<file path="config.mk">
export PLATFORM = sky130hd
export DESIGN_NAME = mdu
export DESIGN_NICKNAME = d
export VERILOG_FILES = /design/src/rtl/mdu.sv
export SDC_FILE = /design/constraint.sdc
export NUM_CORES = 1
export LEC_CHECK = 0
export CAP_MARGIN = 20
export CORE_MARGIN = 10
export CORE_UTILIZATION = 37
export CTS_CLUSTER_SIZE = 16
export DETAILED_ROUTE_END_ITERATION = 12
export SETUP_SLACK_MARGIN = 0.3
export SLEW_MARGIN = 20
export SYNTH_ARGS = -nofsm -noshare
export SYNTH_HDL_FRONTEND = slang
export SYNTH_SLANG_ARGS = --single-unit
</file>
<file path="constraint.sdc">
create_clock -name CLK -period 3.2 [get_ports CLK]
set_clock_uncertainty 0.1 [all_clocks]
set_input_delay 0.64 -clock CLK [delete_from_list [all_inputs] [get_ports CLK]]
set_output_delay 0.64 -clock CLK [all_outputs]
set_load 0.005 [all_outputs]
</file>
<file path="src/rtl/mdu.sv">
// mdu: iterative 32-cycle MULT/MULTU/DIV/DIVU unit driving the HI/LO pair.
// The divider datapath is built only when MDU_DIV_EN is defined; otherwise DIV/DIVU report div_err.
module mdu #(
  parameter int WORD_W = 32
) (
  input  logic              CLK,
  input  logic              nRST,
  input  logic              start,
  input  logic [1:0]        op,
  input  logic [WORD_W-1:0] port_a,
  input  logic [WORD_W-1:0] port_b,
  output logic              busy,
  output logic              done,
  output logic              div_err,
  output logic [WORD_W-1:0] hi,
  output logic [WORD_W-1:0] lo
);
  localparam int W  = WORD_W;
  localparam int CW = $clog2(W);
  localparam logic [1:0] IDLE = 2'd0, RUN = 2'd1, FIX = 2'd2;

  logic [1:0]     state_q, state_d;
  logic [CW-1:0]  cnt_q, cnt_d;
  logic           div_q, div_d, neg_q, neg_d, rneg_q, rneg_d, bad_q, bad_d;
  logic           done_q, done_d, err_q, err_d;
  logic [W-1:0]   m_q, m_d, hi_q, hi_d, lo_q, lo_d;
  logic [W-1:0]   abs_a, abs_b, quot, rem;
  logic [2*W-1:0] p_q, p_d, step, prod;
  logic [W:0]     sum;
  logic           bad;

  assign abs_a = (op[0] && port_a[W-1]) ? -port_a : port_a;
  assign abs_b = (op[0] && port_b[W-1]) ? -port_b : port_b;
  // p_q holds {accumulator, multiplier} for multiply and {remainder, quotient} for divide
  assign sum   = {1'b0, p_q[2*W-1:W]} + (p_q[0] ? {1'b0, m_q} : '0);

`ifdef MDU_DIV_EN
  logic [W:0] diff;
  assign diff = p_q[2*W-1:W-1] - {1'b0, m_q};
  assign bad  = op[1] && port_b == '0;
  assign step = !div_q  ? {sum, p_q[W-1:1]} :
                diff[W] ? {p_q[2*W-2:0], 1'b0} :
                          {diff[W-1:0], p_q[W-2:0], 1'b1};
`else
  assign bad  = op[1];
  assign step = {sum, p_q[W-1:1]};
`endif

  assign prod = neg_q  ? -p_q          : p_q;
  assign quot = neg_q  ? -p_q[W-1:0]   : p_q[W-1:0];
  assign rem  = rneg_q ? -p_q[2*W-1:W] : p_q[2*W-1:W];

  always_comb begin
    state_d = state_q;
    cnt_d   = cnt_q;
    div_d   = div_q;
    m_d     = m_q;
    p_d     = p_q;
    neg_d   = neg_q;
    rneg_d  = rneg_q;
    bad_d   = bad_q;
    hi_d    = hi_q;
    lo_d    = lo_q;
    done_d  = 1'b0;
    err_d   = 1'b0;
    if (state_q == IDLE && start) begin
      state_d = bad ? FIX : RUN;
      cnt_d   = '0;
      div_d   = op[1];
      bad_d   = bad;
      m_d     = op[1] ? abs_b : abs_a;
      p_d     = {{W{1'b0}}, op[1] ? abs_a : abs_b};
      neg_d   = op[0] & (port_a[W-1] ^ port_b[W-1]);
      rneg_d  = op[0] & port_a[W-1];
    end else if (state_q == RUN) begin
      p_d     = step;
      cnt_d   = cnt_q + CW'(1);
      state_d = (cnt_q == CW'(W-1)) ? FIX : RUN;
    end else if (state_q == FIX) begin
      state_d = IDLE;
      done_d  = 1'b1;
      err_d   = bad_q;
      hi_d    = bad_q ? hi_q : div_q ? rem  : prod[2*W-1:W];
      lo_d    = bad_q ? lo_q : div_q ? quot : prod[W-1:0];
    end
  end

  always_ff @(posedge CLK or negedge nRST) begin
    if (!nRST) begin
      state_q <= IDLE;
      cnt_q   <= '0;
      div_q   <= 1'b0;
      m_q     <= '0;
      p_q     <= '0;
      neg_q   <= 1'b0;
      rneg_q  <= 1'b0;
      bad_q   <= 1'b0;
      hi_q    <= '0;
      lo_q    <= '0;
      done_q  <= 1'b0;
      err_q   <= 1'b0;
    end else begin
      state_q <= state_d;
      cnt_q   <= cnt_d;
      div_q   <= div_d;
      m_q     <= m_d;
      p_q     <= p_d;
      neg_q   <= neg_d;
      rneg_q  <= rneg_d;
      bad_q   <= bad_d;
      hi_q    <= hi_d;
      lo_q    <= lo_d;
      done_q  <= done_d;
      err_q   <= err_d;
    end
  end

  assign busy    = state_q != IDLE;
  assign done    = done_q;
  assign div_err = err_q;
  assign hi      = hi_q;
  assign lo      = lo_q;
endmodule

</file>
==> qor.yml <==
power.share.sequential: 0.421
maxSlewHeadroom: 0.5640
num_rows: 65
antenna_found_initial: 1
ys_warn_count: 0
worst_ir_drop_vdd_mv: 0.3425
p_per_area_nw_per_um2: 375.1
firstDrtPassIters: 7
fmax_mhz: 346.5
cts_tree: "done"
synthFlopType: "dfrtp_1"
cts_root_buf: "clkbuf_16"
synth_edf_count: 0
min_path_type: "in -> async"
worst_pin_slew_ns: 0.6472
hold_violations: 0
period_minus_slack_ns: 2.886
rsz0062_at_grt: "yes"
synthArstFlopShare: 1.000
core_sq_um: 31720
ys_seq_area_frac: 0.3606
p_sw_w: 0.001792
fin_ws_ns: 0.3143
cp.arrival_ns: 3.11
final_nets: 1723
ant_nets: 0
portBuffers: 135
wl_um: 41360
hpwl_um: 32730
synth-seq-cells: 172
rr_startpoint: "p_q[0]"
wl_per_cell_um: 20.37
yosysTopAreaCell: "dfrtp_1"
crit_required_ns: 3.42
path_class: "reg -> reg"
setup_violations: 0
synth.top_cell.area_share: 0.3606
utilization: 0.4781
cts_buffer_depth: 2
cts_made_buffers: 17
gp_congestion: 0.9493
via_count: 11410
grt_pass1_wl_um: 62650
initial_core_util: 0.3763
grt-ovfl-total: 0
cp-end-kind: "register"
first_iter_violations: 867
swShare: 0.3150
placed_cell_area_sq_um: 14350
cts_max_level: 4
areaGrowthSynthToFinish_pct: 27.07
yosys-top-cells-area: "dfrtp_1, nand2_1, o21ai_0"
p_clk_frac: 0.365
r2r_slack_ns: 0.31
ys_types: 82
netlist_area_sq_um: 11940
ios: 136
timing.max_cap.violations: 0
share_comb_of_total_power: 0.214
fin_crit_sh: 0.9018
die_y_um: 199.6
syn_avg_cell_area_sq_um: 8.294
clkSinkCount: 172
cp-start-kind: "register"
syn_inst: 1439
worst-path-max-fanout: 32
r2r-end: "p_q[58]"
p_leak_nw: 6.433
p_int_w: 0.003897
die_area_sq_um: 39840
synth_nets: 1547
final_area_sq_um: 15170
clk_latency_ns: 0.45
grt_max_degree: 72
via_per_inst: 5.620
drc: 0
drive_gt1_frac: 0.1376
dieWidth_um: 199.6
hold_buffers: 0
clkTransAtPathRegs_ns: 0.07
reg2regPathDepth: 10
grt_usage: 0.2026
dp_slack_ns: -0.05971
drv_slew: 0
outcome: "complete, no violations"
grt_pass1_vias: 10610
==> logic make-up (layout without fill, tap and decap cells) <==
family,count (synthesis),in the layout,share of synthesized area
other,0,1,0
DFF,172,172,0.3606
AOI/OAI and AO/OA,416,416,0.2144
buffers and inverters,126,315,0.04329
adders and majority gates,39,39,0.04151
xor gates and xnor gates,144,144,0.1057
muxes,17,17,0.01426
and+or+nand+nor,525,525,0.2203
==> power by group through the flow <==
stage,registers (W),clock network (W),logic (W)
final,0.00239,0.00208,0.00122
after global routing,0.00240,0.00220,0.00133
after CTS,0.00239,0.00211,0.00119
after detailed placement,0.00243,0,0.00118
after global placement,0.00242,0,0.00117
after floorplan,0.00237,0,0.000686
==> worst max-delay path by stage <==
stage                          from  endpoint  cells after the start
final                        p_q[0]   p_q[58]                     10
after global routing         p_q[0]   p_q[58]                     11
after CTS                    p_q[0]   p_q[58]                     11
after detailed placement  port_b[1]   m_q[24]                     10
after global placement    port_b[1]   p_q[14]                      9
after floorplan              p_q[0]   p_q[58]                     10
==> metrics by stage <==
| stage | power [W] | hold WS, ns | instances | TNS [ns] |
|---|---|---|---|---|
| 2_1_floorplan | 0.003052 | 0.2444 | 1439 | 0 |
| 3_5_place_dp | 0.003605 | 0.3670 | 1998 | -0.2692 |
| 4_1_cts | 0.005683 | 0.06420 | 2030 | 0 |
| 6_report | 0.005688 | 0.05145 | 2031 | 0 |
| 3_3_place_gp | 0.003597 | 0.3494 | 1998 | -0.1415 |
| 5_1_grt | 0.005933 | 0.07465 | 2030 | 0 |
==> flip-flops by register name (all words and copies together), names as in the netlist <==
register	count
p_q	64
hi	32
lo	32
m_q	32
cnt_q	5
state_q	2
bad_q	1
div_err	1
done	1
neg_q	1
rneg_q	1
==> per-layer routing <==
layer / global-route usage / vias up / wire length [um]
met3: 0.03835 / 34 / 2821
met2: 0.3116 / 385 / 18420
li1: - / 5512 / -
met1: 0.2906 / 5483 / 19620
met5: 0 / - / 0
met4: 0.03533 / 0 / 504
==> repair_timing <==
| action | CTS | global route |
|---|---|---|
| buffers inserted | 0 | 0 |
| setup endpoints to repair | 19 | 30 |
| pin swaps | 1 | 7 |
| resized for setup | 14 | 43 |
==> critical path, stage by stage (launching register included) <==
cell and delay (ns):
dfrtp_1 0.43, buf_12 0.17, and2_1 0.20, ha_2 0.42, nand2_1 0.14, o2111ai_1 0.26, o32ai_2 0.13, o31ai_2 0.31
buf_4 0.20, nor2_1 0.04, or3_1 0.33
==> cell usage after synthesis (14+ instances only) <==
master,n
xnor2_1,71
nand4_1,23
clkbuf_1,81
o21ai_0,159
a21o_1,17
inv_1,33
nor3_1,21
and2_1,35
dfrtp_1,172
nor2_1,86
ha_1,38
or3_1,19
o31ai_1,23
a21oi_1,90
o22ai_1,20
xor2_1,73
nand3_1,31
o41ai_1,14
nand2_1,218
mux2i_1,17
==> cells in the final DEF (no fill, tap or decap), types with 11 or more instances in the layout <==
master and count:
nand3_1 31, buf_4 107, or3_1 17, nand2_1 217, ha_1 33, o21ai_1 12, o21ai_0 150, dfrtp_1 172
mux2i_1 17, clkdlybuf4s50_1 133, nor3_1 20, or2_2 11, or4_1 11, o22ai_1 20, inv_1 33, nand4_1 23
a21oi_1 80, o31ai_1 18, clkbuf_16 17, nor2_1 85, a21o_1 17, xor2_1 73, xnor2_1 71, and2_1 34
a31oi_1 11, o41ai_1 13
==> layout make-up <==
class | count | area, sq um
Antenna cell | 1 | 2.502
Sequential cell | 172 | 4304
Tap cell | 402 | 503.0
Multi-Input combinational cell | 1141 | 7362
Clock buffer | 18 | 439.2
Clock inverter | 14 | 136.4
Inverter | 34 | 127.6
Timing Repair Buffer | 249 | 2291
Fill cell | 3063 | 16550
No activity file was read; power rests on OpenSTA's default activity.
